$ cat src/rtl/alu_exec_unit.sv
// alu_exec_unit: execute-stage ALU with valid/ready handshakes on both sides.
// Logic, arithmetic, compare and branch ops finish in one cycle. Shifts move
// one bit per cycle unless ALU_BARREL_SHIFT_EN is defined, in which case a
// single-cycle barrel shifter is built and the SHIFT state and counter are not.
module alu_exec_unit #(
  parameter int WIDTH = 32,
  localparam int SHAMT_W = $clog2(WIDTH)
) (
  input  logic             clk,
  input  logic             reset,
  input  logic             in_valid,
  output logic             in_ready,
  input  logic [3:0]       Operation,
  input  logic [WIDTH-1:0] SrcA,
  input  logic [WIDTH-1:0] SrcB,
  output logic             out_valid,
  input  logic             out_ready,
  output logic [WIDTH-1:0] ALUResult,
  output logic             BrTaken
);

  localparam logic [3:0] OP_AND = 4'b0000;
  localparam logic [3:0] OP_OR  = 4'b0001;
  localparam logic [3:0] OP_ADD = 4'b0010;
  localparam logic [3:0] OP_SUB = 4'b0011;
  localparam logic [3:0] OP_XOR = 4'b0100;
  localparam logic [3:0] OP_BEQ = 4'b1000;
  localparam logic [3:0] OP_BNE = 4'b1001;
  localparam logic [3:0] OP_BLT = 4'b1010;
  localparam logic [3:0] OP_BGE = 4'b1011;
  localparam logic [3:0] OP_SLL = 4'b1100;
  localparam logic [3:0] OP_SRL = 4'b1101;
  localparam logic [3:0] OP_SLT = 4'b1110;
  localparam logic [3:0] OP_SRA = 4'b1111;

  localparam logic [1:0] S_IDLE  = 2'd0;
`ifndef ALU_BARREL_SHIFT_EN
  localparam logic [1:0] S_SHIFT = 2'd1;
`endif
  localparam logic [1:0] S_DONE  = 2'd2;

  logic [1:0]       state;
  logic             accept;
  logic [WIDTH:0]   eval;

`ifndef ALU_BARREL_SHIFT_EN
  logic [WIDTH-1:0]   sh_reg;
  logic [WIDTH-1:0]   sh_next;
  logic [SHAMT_W-1:0] cnt;
  logic [3:0]         sh_op;
`endif

  function automatic logic is_shift_op(input logic [3:0] op);
    return (op == OP_SLL) || (op == OP_SRL) || (op == OP_SRA);
  endfunction

  // Single-cycle evaluation; returns {branch_taken, result}. In the serial
  // build shifts return A unchanged, which is only used when shamt is zero.
  function automatic logic [WIDTH:0] eval_op(input logic [3:0] op,
                                            input logic [WIDTH-1:0] a,
                                            input logic [WIDTH-1:0] b);
    logic [WIDTH-1:0] res;
    logic             cond;
    logic             br;
`ifdef ALU_BARREL_SHIFT_EN
    logic [SHAMT_W-1:0] sh;
    sh = b[SHAMT_W-1:0];
`endif
    res  = '0;
    cond = 1'b0;
    br   = 1'b0;
    case (op)
      OP_AND: res = a & b;
      OP_OR:  res = a | b;
      OP_ADD: res = a + b;
      OP_SUB: res = a - b;
      OP_XOR: res = a ^ b;
      OP_BEQ: begin
        cond = (a == b);
        br   = cond;
        res  = {{(WIDTH-1){1'b0}}, cond};
      end
      OP_BNE: begin
        cond = (a != b);
        br   = cond;
        res  = {{(WIDTH-1){1'b0}}, cond};
      end
      OP_BLT: begin
        cond = ($signed(a) < $signed(b));
        br   = cond;
        res  = {{(WIDTH-1){1'b0}}, cond};
      end
      OP_BGE: begin
        cond = ($signed(a) >= $signed(b));
        br   = cond;
        res  = {{(WIDTH-1){1'b0}}, cond};
      end
      OP_SLT: begin
        cond = ($signed(a) < $signed(b));
        res  = {{(WIDTH-1){1'b0}}, cond};
      end
`ifdef ALU_BARREL_SHIFT_EN
      OP_SLL: res = a << sh;
      OP_SRL: res = a >> sh;
      OP_SRA: res = $signed(a) >>> sh;
`else
      OP_SLL: res = a;
      OP_SRL: res = a;
      OP_SRA: res = a;
`endif
      default: res = '0;
    endcase
    return {br, res};
  endfunction

  assign out_valid = (state == S_DONE);
  assign in_ready  = reset && ((state == S_IDLE) || ((state == S_DONE) && out_ready));
  assign accept    = in_valid && in_ready;
  assign eval      = eval_op(Operation, SrcA, SrcB);

`ifndef ALU_BARREL_SHIFT_EN
  // One-bit shift step of the iterative shifter; SRA replicates the MSB.
  always_comb begin
    sh_next = sh_reg;
    case (sh_op)
      OP_SLL:  sh_next = {sh_reg[WIDTH-2:0], 1'b0};
      OP_SRL:  sh_next = {1'b0, sh_reg[WIDTH-1:1]};
      default: sh_next = {sh_reg[WIDTH-1], sh_reg[WIDTH-1:1]};
    endcase
  end
`endif

  // Control FSM plus result registers: accept, iterate shifts, hold result until taken.
  always_ff @(posedge clk or negedge reset) begin
    if (!reset) begin
      state     <= S_IDLE;
      ALUResult <= '0;
      BrTaken   <= 1'b0;
`ifndef ALU_BARREL_SHIFT_EN
      sh_reg    <= '0;
      cnt       <= '0;
      sh_op     <= '0;
`endif
    end else if (accept) begin
`ifndef ALU_BARREL_SHIFT_EN
      if (is_shift_op(Operation) && (SrcB[SHAMT_W-1:0] != '0)) begin
        sh_reg <= SrcA;
        cnt    <= SrcB[SHAMT_W-1:0];
        sh_op  <= Operation;
        state  <= S_SHIFT;
      end else
`endif
      begin
        ALUResult <= eval[WIDTH-1:0];
        BrTaken   <= eval[WIDTH];
        state     <= S_DONE;
      end
    end
`ifndef ALU_BARREL_SHIFT_EN
    else if (state == S_SHIFT) begin
      if (cnt == SHAMT_W'(1)) begin
        ALUResult <= sh_next;
        BrTaken   <= 1'b0;
        cnt       <= '0;
        state     <= S_DONE;
      end else begin
        sh_reg <= sh_next;
        cnt    <= cnt - SHAMT_W'(1);
      end
    end
`endif
    else if ((state == S_DONE) && out_ready) begin
      state <= S_IDLE;
    end
  end

endmodule

$ cat config.mk
export PLATFORM = sky130hd
export DESIGN_NAME = alu_exec_unit
export DESIGN_NICKNAME = d
export VERILOG_FILES = /design/src/rtl/alu_exec_unit.sv
export SDC_FILE = /design/constraint.sdc
export NUM_CORES = 1
export LEC_CHECK = 0
export BUFFER_PORTS_ARGS = -buffer_cell sky130_fd_sc_hd__buf_2
export CORE_ASPECT_RATIO = 1.25
export CORE_UTILIZATION = 54
export CTS_CLUSTER_DIAMETER = 50
export DETAILED_ROUTE_END_ITERATION = 7
export PLACE_DENSITY_LB_ADDON = 0.3
export SYNTH_ARGS = -nofsm -noshare
export SYNTH_HDL_FRONTEND = slang
export SYNTH_SLANG_ARGS = --single-unit
$ cat constraint.sdc
create_clock -name clk -period 2.7 [get_ports clk]
set_input_delay 0.135 -clock clk [delete_from_list [all_inputs] [get_ports clk]]
set_output_delay 0.135 -clock clk [all_outputs]
set_load 0.005 [all_outputs]
==> flow_summary.ini <==
[outcome]
status = finished, final reports clean

[clock_tree]
clk_latency_ns = 0.36
clkSinkCount = 76
cts-root-buf = sky130_fd_sc_hd__clkbuf_16
h-tree-depth = 3
cts-root-to-sink-buffers = 2
tritoncts = done
clock_pin_slew_reported_for_the_worst_setup_and_hold_paths_after_clock_tree_synthesis_ns = 0.07
cts_inserted_buffers = 9

[run]
max-cap-violations = 0

[grt]
grt_pass1_wl_mm = 52.39
grt_overflow = 0
gr-usage-all-layers = 0.3976
first_global_vias = 10260
grt_start_max_net_pins = 54
antenna_found_initial = 1

[setup_path]
crit_type = in2reg
crit_path_top_delay_cell = sky130_fd_sc_hd__fa_2
rr_startpoint = cnt[1]
worstPathCellList = buf_2 -> ha_1 -> fa_2 -> a211oi_2 -> o211ai_1 -> a31o_2 -> a21oi_4 -> o31ai_4 -> a31o_2 -> a21oi_2 -> nor2_1 -> a21oi_1 -> xnor2_1 -> o221ai_1
critical_path.endpoint_type = register
reg2reg_setup_slack_ns = 0.15
startpoint_type = input port
slowest_delay_ns = 0.37
reg2reg_to = ALUResult[30]
path_max_fanout = 3
most_frequent_cell_on_critical_path = sky130_fd_sc_hd__a31o_2
critPathRequiredTime_ns = 2.92
cp.arrival_ns = 2.90
r2r.worst_path.cells = 10

[power]
ir_drop_v = 0.0004108
static-leakage-power_nw = 5.524
design_power_total_mw = 7.473
pwr_density_cell_mw_per_mm2 = 620.4

[logic_synthesis]
post_synth_main_area_contributors = sky130_fd_sc_hd__dfrtp_1, sky130_fd_sc_hd__ha_1, sky130_fd_sc_hd__a21oi_1
post_synthesis_mean_instance_area_sq_um = 7.425
synth.yosys.warnings = 0
seq_area_frac_synth = 0.2154
netlist_area_sq_mm = 0.008828
commonest_register_cell_after_synthesis = sky130_fd_sc_hd__dfrtp_1
synth-async-reset-ratio = 1.000
synth_compound_gate_area_share = 0.3267
synth_xor_area_frac = 0.01885
post_synth_inst_count = 1189
postSynthRegisterBits = 76
ys_types = 74
synthSimpleGateAreaFrac = 0.1640
synth-edff-count = 0
synth_top_family_by_area = compound AO/OA/AOI/OAI gates
syn-num-nets = 1364
post_synth_fa_ha_maj_area_fraction = 0.1477
synth_top_cell_by_area = sky130_fd_sc_hd__dfrtp_1
synth_largest_type_area_fraction = 0.2154
muxShareOfSynthArea = 0.04705

[min_path]
hold_path_depth = 2
hp-class = in2reg
hold_path_end = BrTaken
timing.hold.worst.start = Operation[2]

[sta]
fin_ws_ns = 0.01179
grt_setup_unrepaired = true
timing.final.setup_violations = 0
fin_worst_skew_ns = 0.01135
maxClockFrequency_ghz = 0.3720
setup_tns_ns = 0
timing.final.crit_period_ns = 2.688
min_period_over_period = 0.9956
tightestPinTransition_ns = 0.6265
slew-limit-headroom = 0.5824
final_slew_violations = 0
hold_viol_final = 0

[floorplanning]
die_y_um = 145.0
floorplan.io_pins = 107
row_count = 51
floorplan.die_area_sq_mm = 0.01687
coreArea_sq_mm = 0.01576
initial_core_util = 0.5601
die-width_um = 116.4

[drt]
remaining_drcs = 0
routed_wirelength_mm = 33.92
drt_first_pass_iters = 7
drt_iter0_markers = 1072
drtAntennaViolNets = 0
routedWlPerCell_um = 20.01
avgViaCountPerCell = 6.265
num_vias = 10620

[place]
place_congestion = 0.9788
number_of_port_buffers = 106
post_dp_cell_area_sq_mm = 0.01120
placement.setup.worst_slack_ns = -0.4622
post-dp-hpwl_mm = 25.00

[finish]
most-common-layout-cells = sky130_fd_sc_hd__buf_4, sky130_fd_sc_hd__a21oi_1, sky130_fd_sc_hd__nor2_1
final_cell_area_sq_mm = 0.01205
area.growth.synth_to_final_pct = 36.44
fin_nets = 1652
layout.filler_cells = 1179
layout-drive-gt1-share = 0.3124
final_common_cell = sky130_fd_sc_hd__buf_4
synthesized netlist by cell type (all sizes together), types with 20 or more instances:
cell / count
a21oi: 126
a22oi: 20
buf: 23
clkbuf: 57
dfrtp: 76
ha: 101
inv: 101
mux2i: 37
nand2: 107
nor2: 116
nor3: 34
o211ai: 23
o21ai: 120
layout make-up:
cell class,count,area [sq um],share of cell area
Inverter,101,379.1,0.03147
Multi-Input combinational cell,932,6671,0.5539
Antenna cell,1,2.502,0.0002077
Clock buffer,10,239.0,0.01984
Tap cell,212,265.3,0.02202
Timing Repair Buffer,357,2490,0.2067
Sequential cell,76,1902,0.1579
Clock inverter,6,96.34,0.007998
worst max-delay path by stage:
stage / start / end / slack (ns) / depth (start not counted)
floorplan: SrcB[2] / ALUResult[31] / -0.02 / 14
global placement: SrcA[0] / ALUResult[22] / -0.46 / 14
detailed placement: SrcA[0] / ALUResult[30] / -0.46 / 16
CTS: SrcB[3] / ALUResult[31] / 0.0005 / 14
global route: SrcA[13] / ALUResult[23] / -0.04 / 15
finish: SrcA[0] / ALUResult[22] / 0.01 / 14
through the flow:
stage               hold WS [ns]  instances  utilization
detailed placement        0.2482       1667       0.7107
global placement          0.2474       1667       0.7107
floorplan                -0.1606       1189            -
CTS                      0.07306       1689       0.7453
finish                   0.08388       1695       0.7642
global route             0.07918       1695       0.7642
critical path, delay by kind of cell:
family | cells | cell delay, ns
xor gates and xnor gates | 1 | 0.20
adders and majority gates | 2 | 0.61
buffers and inverters | 1 | 0.13
and+or+nand+nor | 1 | 0.06
AOI/OAI and AO/OA | 9 | 1.76
per-layer routing:
| metal | share of wire | track usage | vias to the layer above | routed length (um) |
|---|---|---|---|---|
| met1 | 0.38 | 0.4863 | 4982 | 12990 |
| met4 | 0.051 | 0.2173 | 0 | 1730 |
| li1 | - | - | 4855 | - |
| met3 | 0.088 | 0.06850 | 146 | 2973 |
| met2 | 0.48 | 0.6503 | 637 | 16220 |
| met5 | 0 | 0 | - | 0 |
what timing repair did:
action | 4_1_cts | 5_1_grt
endpoints found under the setup margin | 9 | 22
setup buffers | 5 | 6
hold buffers | 1 | 0
resized for setup | 28 | 63
hold endpoints to repair | 29 | 0
pin swaps | 18 | 27
power by group:
part           internal [mW]  total (mW)  switching (mW)  leakage (nW)
registers               1.62        2.01           0.385         0.834
logic                   1.81        4.05            2.24          4.53
clock network          0.846        1.42           0.570         0.161
cell families after synthesis:
family,count (synthesis)
AND/OR/NAND/NOR,325
AO/OA/AOI/OAI,444
XOR/XNOR,19
multiplexers,41
buffers and inverters,181
flip-flops,76
adder cells (fa/ha/maj),103
(Power assumes the default switching activity.)
